### src/rtl/mp_alu_driver.sv
// Multi-byte ALU sequencer: feeds an external 8-bit combinational ALU one byte per cycle, LSB first.
// Optional rsp_zero output is built when MP_ALU_ZERO_FLAG_EN is defined.
module mp_alu_driver #(
  parameter int NBYTES = 4
) (
  input  logic                clk,
  input  logic                rst_n,
  input  logic                req_valid,
  output logic                req_ready,
  input  logic [2:0]          req_op,
  input  logic [8*NBYTES-1:0] req_a,
  input  logic [8*NBYTES-1:0] req_b,
  output logic                rsp_valid,
  input  logic                rsp_ready,
  output logic [8*NBYTES-1:0] rsp_sum,
  output logic                rsp_carry,
`ifdef MP_ALU_ZERO_FLAG_EN
  output logic                rsp_zero,
`endif
  output logic [80:0]         alu_oper,
  output logic [7:0]          alu_a,
  output logic [7:0]          alu_b,
  output logic                alu_c_in,
  input  logic [7:0]          alu_sum,
  input  logic                alu_c_out
);

  localparam int DATA_W = 8 * NBYTES;
  localparam int IDX_W  = (NBYTES > 1) ? $clog2(NBYTES) : 1;

  typedef enum logic [1:0] {IDLE, ISSUE, RESP} state_t;

  state_t              state_q, state_d;
  logic [2:0]          op_q;
  logic [DATA_W-1:0]   a_q, b_q;
  logic [DATA_W-1:0]   sum_q;
  logic                carry_q;
  logic [IDX_W-1:0]    idx_q;
  logic                accept;
  logic                last_byte;

  // ALU operation names, right-justified and zero-padded to 81 bits
  function automatic logic [80:0] op_name(input logic [2:0] op);
    case (op)
      3'd0:    op_name = {57'd0, "and"};
      3'd1:    op_name = {17'd0, "abstract"};
      3'd2:    op_name = {1'b0,  "abstract_a"};
      3'd3:    op_name = {41'd0, "or_ab"};
      3'd4:    op_name = {33'd0, "and_ab"};
      3'd5:    op_name = {33'd0, "not_ab"};
      3'd6:    op_name = {49'd0, "exor"};
      default: op_name = {41'd0, "exnor"};
    endcase
  endfunction

  assign accept    = req_valid && (state_q == IDLE);
  assign last_byte = (idx_q == IDX_W'(NBYTES - 1));

  always_ff @(posedge clk or negedge rst_n) begin
    if (!rst_n) state_q <= IDLE;
    else        state_q <= state_d;
  end

  always_comb begin
    state_d = state_q;
    case (state_q)
      IDLE:    if (req_valid) state_d = ISSUE;
      ISSUE:   if (last_byte) state_d = RESP;
      RESP:    if (rsp_ready) state_d = IDLE;
      default: state_d = IDLE;
    endcase
  end

  // Stage: request latch and per-byte result capture
  always_ff @(posedge clk or negedge rst_n) begin
    if (!rst_n) begin
      op_q    <= 3'd0;
      idx_q   <= '0;
      sum_q   <= '0;
      carry_q <= 1'b0;
    end else if (accept) begin
      op_q  <= req_op;
      idx_q <= '0;
    end else if (state_q == ISSUE) begin
      for (int i = 0; i < NBYTES; i++)
        if (idx_q == IDX_W'(i)) sum_q[8*i +: 8] <= alu_sum;
      carry_q <= (op_q <= 3'd2) ? alu_c_out : 1'b0;
      idx_q   <= last_byte ? '0 : idx_q + 1'b1;
    end
  end

  always_ff @(posedge clk) begin
    if (accept) begin
      a_q <= req_a;
      b_q <= req_b;
    end
  end

  // Stage: ALU drive and handshake outputs
  always_comb begin
    req_ready = 1'b0;
    rsp_valid = 1'b0;
    alu_a     = 8'd0;
    alu_b     = 8'd0;
    alu_c_in  = 1'b0;
    case (state_q)
      IDLE: req_ready = 1'b1;
      ISSUE: begin
        for (int i = 0; i < NBYTES; i++) begin
          if (idx_q == IDX_W'(i)) begin
            alu_a = a_q[8*i +: 8];
            alu_b = b_q[8*i +: 8];
          end
        end
        // RSUB's ALU takes a borrow, so the no-borrow carry is inverted on the way back in
        if (idx_q == '0)
          alu_c_in = (op_q == 3'd1);
        else if (op_q == 3'd0 || op_q == 3'd1)
          alu_c_in = carry_q;
        else if (op_q == 3'd2)
          alu_c_in = ~carry_q;
      end
      RESP: rsp_valid = 1'b1;
      default: ;
    endcase
  end

  assign alu_oper  = op_name(op_q);
  assign rsp_sum   = sum_q;
  assign rsp_carry = carry_q;

`ifdef MP_ALU_ZERO_FLAG_EN
  assign rsp_zero = rsp_valid && (sum_q == '0);
`endif

endmodule

### config.mk
export PLATFORM = sky130hd
export DESIGN_NAME = mp_alu_driver
export DESIGN_NICKNAME = d
export VERILOG_FILES = /design/src/rtl/mp_alu_driver.sv
export SDC_FILE = /design/constraint.sdc
export NUM_CORES = 1
export LEC_CHECK = 0
export CELL_PAD_IN_SITES_DETAIL_PLACEMENT = 1
export CELL_PAD_IN_SITES_GLOBAL_PLACEMENT = 2
export CORE_ASPECT_RATIO = 0.5
export CORE_MARGIN = 5
export CORE_UTILIZATION = 30
export DETAILED_ROUTE_END_ITERATION = 16
export DONT_BUFFER_PORTS = 1
export PLACE_DENSITY = 0.66
export SLEW_MARGIN = 20
export SYNTH_ARGS = -nofsm -noshare
export SYNTH_HDL_FRONTEND = slang
export SYNTH_SLANG_ARGS = --single-unit
### constraint.sdc
create_clock -name clk -period 4.67 [get_ports clk]
set_input_delay 1.1675 -clock clk [delete_from_list [all_inputs] [get_ports clk]]
set_output_delay 1.1675 -clock clk [all_outputs]
set_load 0.02 [all_outputs]
After elaboration in Yosys (flattened, before gate mapping) --
Index checks and enable logic that the tools add are counted.
Word-level totals: ROM bits 0, input port bits 80, memory bits (writable) 0, bits in registers 104, logic and storage cells 65, memories 0, output and inout bits 133, latch bits 0
Operators by class: bitwise operators 2, multiply operators 0, muxes and demuxes 25, div/mod/pow operators 0, reductions and logical operators 12, eq/ne operators 14, order comparisons 1, shift-type cells 0, $add $sub $neg 1
Operators with widths (count):
- one-hot mux 79 bit (7 select lines) | 1
- two-way mux 8 bit | 10
- AND reduction 3 bit | 5
- two-way mux 2 bit | 6
- equality test 3 bit, second input constant | 3
- two-way mux 1 bit | 7
- equality test 2 bit, second input constant | 3
- equality test 3 x 2 -> 1 bit, second input constant | 2
- inequality test 2 bit, second input constant | 3
- one-hot mux 2 bit (3 select lines) | 1
- equality test 2 x 1 -> 1 bit, second input constant | 2
- zero test 2 bit | 2
- equality test 3 x 1 -> 1 bit, second input constant | 1
- less-or-equal comparator 3 x 2 -> 1 bit, second input constant | 1
- zero test 3 bit | 1
- adder 2 x 1 -> 2 bit, second input constant | 1
- inverter 1 bit | 2
- AND reduction 2 bit | 1
- nonzero test 2 bit | 1
- logical AND 1 bit | 1
- logical OR 1 bit | 1

Depth between registers and ports, before layout --
depth after elaboration 6, mapped depth 7, mapped depth without buffers 5

Worst setup path after synthesis --
No wires, ideal clock.
path kind input-to-reg, from input req_valid, to register op_q[0], buffers on the path 0, arrival time 3.007 ns, slack 1.535 ns, stages 3, cells stage by stage nand2_1 inv_1 mux2_2
On the way: cells in the longest elaborated chain, start to end 1
Ends and longest elaborated chain:
- start: declaration | RTL line 8 | input logic req_valid,
- logical AND 1 bit | RTL line 56 | assign accept = req_valid && (state_q == IDLE);
- net accept | RTL line 39 | logic accept;
- end signal: assignment | RTL line 82 | op_q <= req_op;
- end: declaration | RTL line 34 | logic [2:0] op_q;
The timed path passes the listed nets, and every way through them passes these cells. A chain may end at the register's enable or synchronous reset.

Worst setup path in the final report --
from register idx_q[1], to output alu_a[5]
On the way: cells in the longest elaborated chain, start to end 6, elaborated cells between the ends (all ways) 9
Ends and longest elaborated chain:
- start: declaration | RTL line 38 | logic [IDX_W-1:0] idx_q;
- start signal: assignment | RTL line 88 | idx_q <= last_byte ? '0 : idx_q + 1'b1;
- zero test 2 bit | RTL line 110 | if (idx_q == IDX_W'(i)) begin
- two-way mux 8 bit (3 in series) | RTL line 110
- two-way mux 8 bit (*) | RTL line 110
- two-way mux 8 bit (*) | RTL line 106 | case (state_q)
- end: declaration | RTL line 21 | output logic [7:0] alu_a,
Mark *: on every way between the ends. The rest lies on a longest branch, timed or not.

==> results.py <==
metrics = {
    "run_status": {
        "status": "completed",
    },
    "timing": {
        "finalCritPeriodShare": 0.834,
        "fin_crit_ns": 3.89,
        "hold_violations": 0,
        "max_slew_margin": 0.296,
        "drv_slew": 0,
        "tightestPinTransition_ns": 1.06,
        "rsz0062_at_grt": "false",
        "setup_viol": 0,
        "fin_setup_tns_ns": 0,
        "max_freq_mhz": 257,
        "skew_ns": 0.00566,
    },
    "cts": {
        "clockRootBuffer": "clkbuf_16",
        "ctsHoldBuffers": 0,
        "post_cts_resized": 0,
        "clock_latency_ns": 0.35,
        "post_cts_buffers": 0,
        "cts_buffers": 9,
        "cts_tree": "yes",
        "clock-sinks": 104,
        "path_clk_slew_ns": 0.07,
        "ctsLongestPathBuffers": 2,
        "h-tree-depth": 3,
    },
    "grt": {
        "grt_pass1_wl_um": 17200,
        "grt_pass1_vias": 2745,
        "grt_max_degree": 50,
        "antenna_found_initial": 3,
        "globalRouteOverflowTotal": 0,
        "grtUsageTotal": 0.120,
    },
    "floorplan": {
        "die_area_mm2": 0.0187,
        "placementRows": 32,
        "die_y_um": 99.2,
        "start_util": 0.308,
        "ios": 213,
        "die_w_um": 188,
        "core-area_mm2": 0.0155,
    },
    "power_and_ir_drop": {
        "internal_power_mw": 2.27,
        "p_switching_mw": 2.00,
        "power.density_cell_area_mw_per_mm2": 852,
        "peakVddDrop_uv": 277,
        "power.leakage_nw": 1.88,
        "swShare": 0.468,
        "power_frac_seq": 0.397,
        "p_clk_frac": 0.185,
        "comb_power_share": 0.419,
    },
    "worst_setup_path": {
        "arrival_ns": 2.73,
        "critical_path_class": "flop to output port",
        "setup.worst_path.end_class": "output port",
        "ff2ff_setup_slack_ns": 2.12,
        "crit_fanout": 19,
        "worstPathRequired_ns": 3.50,
        "start_kind": "flop",
    },
    "routing": {
        "firstDrtPassIters": 5,
        "drc": 0,
        "wirelength_um": 11200,
        "ant_nets": 0,
        "num_vias": 2572,
        "post_drt_via_cell_ratio": 4.84,
        "drtIter0Drc": 93,
        "drt-wirelength-per-cell_um": 21.0,
    },
    "placed_design": {
        "place.gp.congestion": 0.714,
        "post-dp-hpwl_um": 7980,
        "place_inst": 514,
        "portBuffers": 0,
    },
    "finish": {
        "multi_input_area_mm2": 0.00142,
        "utilization": 0.324,
        "drive_gt1_frac": 0.267,
        "instances_no_fill": 531,
        "nets": 405,
        "syn2layout_area_growth_pct": 5.25,
        "final-seq-area_mm2": 0.00292,
        "nFillCells": 1630,
    },
    "synthesis": {
        "seq_area_frac_synth": 0.613,
        "synth_warnings": 0,
        "synthesis.area_mm2": 0.00477,
        "syn-instance-count": 347,
        "synth.avg_cell_area_um2": 13.7,
        "synth_top_flop_cell": "edfxtp_1",
        "synth_cell_types": 32,
        "synth-seq-cells": 104,
        "synth_edf_count": 64,
        "async_reset_ff_frac": 0.385,
    },
    "worst_hold_path": {
        "min_path_type": "primary input to asynchronous set/reset pin",
    },
    "job": {
        "timing.max_cap.violations": 0,
    },
}
[sequential cells by signal (all words and copies together), names as in the netlist]
register,flops
op_q,3
rsp_sum,32
state_q,2
rsp_carry,1
a_q,32
b_q,32
idx_q,2
[logic make-up (layout without fill, tap and decap cells)]
group / count (synthesis) / in the layout / synth area share
muxes: 37 / 37 / 0.0871
and+or+nand+nor: 73 / 73 / 0.0826
DFF: 104 / 104 / 0.613
adders and majority gates: 4 / 4 / 0.0105
buffers and inverters: 82 / 35 / 0.114
AOI/OAI and AO/OA: 45 / 45 / 0.0913
other: 2 / 29 / 0.00157
[critical path, stage by stage (launching register included)]
cell      delay (ns)
dfrtp_1         0.39
inv_1           0.09
ha_1            0.51
nor2b_4         0.54
a221oi_1        0.17
o41ai_2         0.66
[placed cells by master (no fill, tap or decap), types with 5 or more instances in the layout]
| cell type | instances |
|---|---|
| conb_1 | 28 |
| buf_4 | 11 |
| nand3_1 | 15 |
| nor2b_1 | 16 |
| a221oi_1 | 14 |
| nand2_1 | 11 |
| nand2b_1 | 7 |
| dfrtp_1 | 40 |
| o21ai_0 | 7 |
| nor2_1 | 8 |
| clkbuf_16 | 9 |
| o41ai_2 | 10 |
| mux2_2 | 36 |
| inv_1 | 6 |
| edfxtp_1 | 64 |
| o41ai_1 | 5 |
[metrics by stage]
step	hold slack, ns	power, mW	worst slack [ns]	instance area, um^2
2_1_floorplan	0.561	3.32	1.53	4870
3_3_place_gp	0.577	3.49	1.18	4710
3_5_place_dp	0.620	3.56	1.11	4710
4_1_cts	0.481	4.37	0.707	5020
5_1_grt	0.473	4.55	0.579	5020
6_report	0.505	4.28	0.776	5020
[path summary, 6_finish.rpt]
path / from / to / cells after the start
hold reg to reg: state_q[1] / state_q[1] / 2
hold / removal: rst_n / idx_q[0] / 0
setup / recovery: idx_q[1] / alu_a[5] / 5
min in group clk: state_q[1] / state_q[1] / 2
max in group asynchronous: rst_n / rsp_sum[10] / 0
setup reg to reg: state_q[1] / a_q[9] / 4
[routing by layer]
layer  share of wire  global-route usage
met5          0.0019                   0
met4           0.010              0.0302
met3           0.098              0.0631
met2            0.49               0.199
met1            0.40               0.139
[power by group through the flow]
stage          clock network [mW]  registers [mW]  logic [mW]
6_report                    0.789            1.70        1.79
5_1_grt                     0.874            1.73        1.94
4_1_cts                     0.822            1.71        1.84
3_5_place_dp                    0            1.73        1.84
3_3_place_gp                    0            1.70        1.79
2_1_floorplan                   0            1.62        1.71
[layout make-up]
| class | count | area share |
|---|---|---|
| inverter | 8 | 0.00598 |
| clock buffer | 9 | 0.0449 |
| clock inverter | 7 | 0.0167 |
| multi-input combinational | 187 | 0.283 |
| antenna | 1 | 0.000498 |
| sequential | 104 | 0.582 |
| timing repair buffer | 11 | 0.0164 |
| tap | 204 | 0.0508 |
[synthesized netlist by cell type, drive strengths merged (7+ instances only)]
master	n	area, um^2
edfxtp	64	1920
dfrtp	40	1000
nand2b	8	50.1
a221oi	15	138
clkbuf	9	33.8
o21ai	7	35.0
o41ai	15	206
inv	8	30.0
mux2	36	405
nor2b	18	120
nor2	8	30.0
nand3	15	75.1
nand2	15	66.3
buf	65	482
Power figures use the tool's default switching activity.
